[config.mk]
export PLATFORM = sky130hd
export DESIGN_NAME = mac_pipe
export DESIGN_NICKNAME = d
export VERILOG_FILES = /design/src/rtl/mac_pkg.sv /design/src/rtl/mac_pipe_wallace_mult.sv /design/src/rtl/mac_pipe.sv
export SDC_FILE = /design/constraint.sdc
export NUM_CORES = 1
export LEC_CHECK = 0
export CAP_MARGIN = 0
export CORE_AREA = 4 4 173 175
export CTS_BUF_LIST = sky130_fd_sc_hd__clkbuf_8 sky130_fd_sc_hd__clkbuf_16
export CTS_CLUSTER_DIAMETER = 200
export CTS_CLUSTER_SIZE = 16
export DETAILED_ROUTE_END_ITERATION = 6
export DIE_AREA = 0 0 177 179
export PLACE_DENSITY = 0.94
export SYNTH_ARGS = -nofsm -noshare
export SYNTH_HDL_FRONTEND = slang
export SYNTH_HIERARCHICAL = 1
export SYNTH_SLANG_ARGS = --single-unit
[constraint.sdc]
create_clock -name clk -period 8.53 [get_ports clk]
set_clock_uncertainty 0.05 [all_clocks]
set_input_delay 1.706 -clock clk [delete_from_list [all_inputs] [get_ports clk]]
set_output_delay 1.706 -clock clk [all_outputs]
set_load 0.02 [all_outputs]
[src/rtl/mac_pkg.sv]
// Shared constants, saturation-bound helper and stage record for the mac_pipe slice.
package mac_pkg;

    localparam int DEF_WIDTH     = 16;
    localparam int DEF_ACC_WIDTH = 40;
    localparam int DEF_CNT_WIDTH = 16;
    localparam int BOUND_W       = 128;

    // Largest (neg=0) or smallest (neg=1) signed value representable in w bits.
    function automatic logic signed [BOUND_W-1:0] sat_bound(input int w, input logic neg);
        logic signed [BOUND_W-1:0] one;
        one = BOUND_W'(1);
        return neg ? -(one <<< (w - 1)) : (one <<< (w - 1)) - one;
    endfunction

    typedef struct packed {
        logic signed [DEF_WIDTH-1:0]   a;
        logic signed [DEF_WIDTH-1:0]   b;
        logic signed [2*DEF_WIDTH-1:0] prod;
        logic                          last;
        logic                          vld;
    } mac_stage_t;

endpackage

[src/rtl/mac_pipe_wallace_mult.sv]
// wallace_mult: combinational signed WIDTH x WIDTH multiplier, partial products reduced by 3:2 carry-save layers.
module wallace_mult
    import mac_pkg::*;
#(
    parameter int WIDTH = DEF_WIDTH
) (
    input  logic signed [WIDTH-1:0]   i_a,
    input  logic signed [WIDTH-1:0]   i_b,
    output logic signed [2*WIDTH-1:0] o_p
);

    localparam int PW = 2 * WIDTH;
    localparam int NR = WIDTH + 1;

    logic [PW-1:0] w_a_ext;
    logic [PW-1:0] w_rows [NR];
    logic [PW-1:0] w_next [NR];
    int            w_n;
    int            w_m;

    assign w_a_ext = PW'(i_a);

    always_comb begin
        w_rows = '{default: '0};
        w_next = '{default: '0};
        w_m    = 0;
        for (int i = 0; i < WIDTH - 1; i++)
            w_rows[i] = i_b[i] ? (w_a_ext << i) : '0;
        // The sign bit of b has negative weight: add ~(a<<(W-1)) plus a separate +1 row.
        w_rows[WIDTH-1] = i_b[WIDTH-1] ? ~(w_a_ext << (WIDTH - 1)) : '0;
        w_rows[WIDTH]   = PW'(i_b[WIDTH-1]);
        w_n = NR;
        for (int lvl = 0; lvl < NR; lvl++) begin
            if (w_n > 2) begin
                w_next = '{default: '0};
                w_m    = 0;
                for (int i = 0; i + 2 < NR; i += 3) begin
                    if (i + 2 < w_n) begin
                        w_next[w_m]   = w_rows[i] ^ w_rows[i+1] ^ w_rows[i+2];
                        w_next[w_m+1] = ((w_rows[i] & w_rows[i+1]) | (w_rows[i] & w_rows[i+2]) |
                                         (w_rows[i+1] & w_rows[i+2])) << 1;
                        w_m += 2;
                    end
                end
                for (int i = 0; i < NR; i++) begin
                    if (i >= (w_n / 3) * 3 && i < w_n) begin
                        w_next[w_m] = w_rows[i];
                        w_m += 1;
                    end
                end
                w_rows = w_next;
                w_n    = w_m;
            end
        end
        o_p = signed'(w_rows[0] + w_rows[1]);
    end

endmodule

[src/rtl/mac_pipe.sv]
// mac_pipe: 3-stage pipelined signed MAC with grouped results under valid/ready.
// Build option: define MAC_SATURATE_EN to clamp the accumulator on overflow instead of wrapping.
module mac_pipe
    import mac_pkg::*;
#(
    parameter int WIDTH     = DEF_WIDTH,
    parameter int ACC_WIDTH = DEF_ACC_WIDTH,
    parameter int CNT_WIDTH = DEF_CNT_WIDTH
) (
    input  logic                        clk,
    input  logic                        rst,
    input  logic                        in_valid,
    output logic                        in_ready,
    input  logic signed [WIDTH-1:0]     in_a,
    input  logic signed [WIDTH-1:0]     in_b,
    input  logic                        in_last,
    output logic                        out_valid,
    input  logic                        out_ready,
    output logic signed [ACC_WIDTH-1:0] out_acc,
    output logic [CNT_WIDTH-1:0]        out_count,
    output logic                        out_ovf
);

`ifdef MAC_SATURATE_EN
    localparam logic signed [ACC_WIDTH-1:0] ACC_MAX = ACC_WIDTH'(sat_bound(ACC_WIDTH, 1'b0));
    localparam logic signed [ACC_WIDTH-1:0] ACC_MIN = ACC_WIDTH'(sat_bound(ACC_WIDTH, 1'b1));
`endif

    // Returns {sticky overflow, next accumulator}.
    function automatic logic [ACC_WIDTH:0] acc_step(input logic signed [ACC_WIDTH-1:0] acc,
                                                    input logic signed [ACC_WIDTH-1:0] addend,
                                                    input logic                        ovf_in);
        logic signed [ACC_WIDTH-1:0] sum;
        logic                        ovf;
        sum = acc + addend;
        ovf = (acc[ACC_WIDTH-1] == addend[ACC_WIDTH-1]) && (sum[ACC_WIDTH-1] != acc[ACC_WIDTH-1]);
`ifdef MAC_SATURATE_EN
        if (ovf_in)
            sum = acc;
        else if (ovf)
            sum = acc[ACC_WIDTH-1] ? ACC_MIN : ACC_MAX;
`endif
        return {ovf_in | ovf, sum};
    endfunction

    logic                        w_adv;
    logic signed [2*WIDTH-1:0]   w_prod;
    logic signed [ACC_WIDTH-1:0] w_prod_ext;
    logic [ACC_WIDTH:0]          w_step;

    logic                        r_vld_p0, r_vld_p1;
    logic signed [WIDTH-1:0]     r_a_p0, r_b_p0;
    logic                        r_last_p0, r_last_p1;
    logic signed [2*WIDTH-1:0]   r_prod_p1;
    logic signed [ACC_WIDTH-1:0] r_acc_p2;
    logic [CNT_WIDTH-1:0]        r_cnt_p2;
    logic                        r_ovf_p2;
    logic                        r_out_valid;
    logic signed [ACC_WIDTH-1:0] r_out_acc;
    logic [CNT_WIDTH-1:0]        r_out_count;
    logic                        r_out_ovf;

    assign in_ready   = !(r_out_valid && !out_ready);
    assign w_adv      = in_ready;
    assign w_prod_ext = ACC_WIDTH'(r_prod_p1);
    assign w_step     = acc_step(r_acc_p2, w_prod_ext, r_ovf_p2);

    assign out_valid  = r_out_valid;
    assign out_acc    = r_out_acc;
    assign out_count  = r_out_count;
    assign out_ovf    = r_out_ovf;

    wallace_mult #(.WIDTH(WIDTH)) u_mult (
        .i_a (r_a_p0),
        .i_b (r_b_p0),
        .o_p (w_prod)
    );

    // S1 / S2 datapath: operands, then product
    always_ff @(posedge clk) begin
        if (w_adv) begin
            r_a_p0    <= in_a;
            r_b_p0    <= in_b;
            r_last_p0 <= in_last;
            r_prod_p1 <= w_prod;
            r_last_p1 <= r_last_p0;
        end
    end

    // S3: accumulate, close groups into the output register
    always_ff @(posedge clk) begin
        if (rst) begin
            r_vld_p0    <= 1'b0;
            r_vld_p1    <= 1'b0;
            r_acc_p2    <= '0;
            r_cnt_p2    <= '0;
            r_ovf_p2    <= 1'b0;
            r_out_valid <= 1'b0;
            r_out_acc   <= '0;
            r_out_count <= '0;
            r_out_ovf   <= 1'b0;
        end else begin
            if (w_adv) begin
                r_vld_p0 <= in_valid;
                r_vld_p1 <= r_vld_p0;
                if (r_vld_p1) begin
                    if (r_last_p1) begin
                        r_out_acc   <= w_step[ACC_WIDTH-1:0];
                        r_out_count <= r_cnt_p2 + CNT_WIDTH'(1);
                        r_out_ovf   <= w_step[ACC_WIDTH];
                        r_acc_p2    <= '0;
                        r_cnt_p2    <= '0;
                        r_ovf_p2    <= 1'b0;
                    end else begin
                        r_acc_p2    <= w_step[ACC_WIDTH-1:0];
                        r_cnt_p2    <= r_cnt_p2 + CNT_WIDTH'(1);
                        r_ovf_p2    <= w_step[ACC_WIDTH];
                    end
                end
            end
            if (w_adv && r_vld_p1 && r_last_p1)
                r_out_valid <= 1'b1;
            else if (out_ready)
                r_out_valid <= 1'b0;
        end
    end

endmodule

==> metrics.txt <==
top-area cell type share of the netlist area=29.6%; Initial Util=61.4%; Reg clk slew, reported paths=0.08 ns; most frequent cells in the layout=292 x inv_1, 259 x fa_1, 163 x nand2_1, 127 x and2_1, 118 x ha_1; WL final=40300 um; # Post-CTS Setup Buffers=0; antenna viol nets, final=0; port bufs=95; RSZ-0062 raised after global routing=false; largest net degree at the start of global routing=69; highest routed layer=met4; slew margin rel.=31.4%; Critical Path End Type=flop; top post-synthesis cells by area=fa_1 30%, dfxtp_1 13%, edfxtp_1 11%; CTS Sinks=183; ys async rst share=0%; f_max=149 MHz; All-Layer GR Usage=26.5%; Tmin final=6.72 ns; HP Class=flop to flop; initial antenna violation count=0; vias per cell=5.75; fin crit share=78.7%; Core ar.=28500 um2; Multi-input gate area=11800 um2; number of enable flip-flop cells after synthesis=66; most common library cell in the layout ignoring fill and taps=inv_1; Post-Syn Instances=1766; max cap viols=0; Hold Violations, Final=0; die width=177 um; # DRC=0; Yosys reg bits=183; routability cong.=0.913; overall die height=179 um; status=finished, final reports clean; remaining global-route overflow=0; First-pass DRT Iterations=7; wire length per cell=18.2 um; num rows=62; Worst Path Class, Setup=flop to flop; area grow syn2layout=10.4%; die area=31700 um2; post-cts gate resize count=0; Worst Tran Pin Value=1.03 ns; HPWL after DPL=30600 um; Reg area=4320 um2; met2 routed WL=19900 um; 1st-iter DRT viols=1034; fillers=2040; via count=12705; ys flop type=dfxtp_1; Slew Limit Fails=0; synthesized net count=2180; register area share after synthesis=24.7%; cts hold-fix bufs=0; DR WL met3=3290 um; CTS Root Cell=clkbuf_16; setup TNS=0 ns; H-tree level count=4; Worst Path Max Fanout=16; Worst Path Required=8.66 ns; Antenna diodes=0; Cell variety after synth=79; cell taking the most area after synthesis=fa_1; vias in the first global route=13699; clock tree from TritonCTS=yes; CP Launch Type=flop; share of cells above drive strength 1=4.22%; synthesized area per cell=9.91 um2; I/O pin count=96; M1 WL=16100 um; final setup vio count=0; first-pass GRT wire length=67400 um; worst skew pair latency=0.44 ns; Yosys warning count=6; nets=2227; Clock Path Buffers=2; Synth Cell Area=17500 um2; cts bufs inserted=17; CP arrival=6.85 ns
flip-flops by register name, summed over array words and instances (netlist names):
signal,count
out_acc,40
r_acc_p2,40
r_prod_p1,32
out_count,16
r_a_p0,16
r_b_p0,16
r_cnt_p2,16
out_ovf,1
out_valid,1
r_last_p0,1
r_last_p1,1
r_ovf_p2,1
r_vld_p0,1
r_vld_p1,1
final timing paths:
| kind | endpoint | depth (start not counted) | startpoint | slack, ns |
|---|---|---|---|---|
| max | r_prod_p1[30]$_DFFE_PN_ | 19 | r_a_p0[15]$_DFFE_PN_ | 1.81 |
| min | r_last_p1$_DFFE_PN_ | 0 | r_last_p0$_DFFE_PN_ | 0.39 |
| max reg2reg | r_prod_p1[30]$_DFFE_PN_ | 19 | r_a_p0[15]$_DFFE_PN_ | 1.81 |
| min reg2reg | r_last_p1$_DFFE_PN_ | 0 | r_last_p0$_DFFE_PN_ | 0.39 |
metal layers:
| layer | track usage [%] | up-vias |
|---|---|---|
| met4 | 7.70 | 0 |
| met2 | 46.1 | 612 |
| met5 | 0 | - |
| li1 | - | 5770 |
| met1 | 33.2 | 6230 |
| met3 | 6.22 | 93 |
stage by stage:
step                area [um2]  hold WS (ns)  cells  utilization [%]  setup slack [ns]
finish                   19300         0.392   2210             67.8              1.81
global route             19300         0.403   2210             67.8              1.54
CTS                      19300         0.396   2210             67.8              1.86
detailed placement       18700         0.376   2178             65.7              1.99
global placement         18700         0.383   2178             65.7              2.30
floorplan                17500         0.350   1766                -              2.61
cell type report:
class / instances / area share (%)
Clock buffer: 17 / 2.20
Inverter: 293 / 5.70
Tap cell: 384 / 2.49
Clock inverter: 15 / 0.927
Sequential cell: 183 / 22.4
Timing Repair Buffer: 102 / 5.20
Multi-Input combinational cell: 1216 / 61.1
worst max-delay path: stages, from the launching register on:
cell and delay, ns:
edfxtp_1 0.61, and2_1 0.31, fa_1 0.51, inv_1 0.11, fa_1 0.67, inv_1 0.10
fa_1 0.68, inv_1 0.15, fa_1 0.49, fa_1 0.52, inv_1 0.05, fa_1 0.43
ha_1 0.38, a21o_1 0.20, a21oi_1 0.24, and3b_1 0.24, a21oi_2 0.10, a41oi_2 0.29
a21oi_1 0.15, xor2_1 0.16
cell families (layout without fill, tap and decap cells):
kind of cell,count (synthesis),after routing,synth area share (%)
DFF,183,183,24.7
adders and majority gates,377,377,38.1
muxes,2,2,0.114
and+or+nand+nor,472,472,13.1
buffers and inverters,367,427,7.95
AOI/OAI and AO/OA,279,279,11.7
xor gates and xnor gates,86,86,4.35
synth_stat cells (all sizes together) (3+ instances only):
cell type	number
and3	16
xor2	26
o21bai	6
and2	128
nor2b	3
nand3	22
clkbuf	67
a31oi	10
nand2	164
a22o	58
fa	259
o21a	4
o21ai	47
ha	118
a21o	29
a211oi	5
buf	7
nand4	4
xnor2	60
edfxtp	66
inv	292
nor2	100
dfxtp	117
nand3b	4
a2111oi	3
o211ai	3
or3	3
a21oi	62
nor3	11
nand2b	5
a31o	3
a22oi	30
Power is left out: the tool's default activity adds up to more than one toggle a clock period on the data nets, which glitch-free logic cannot reach.
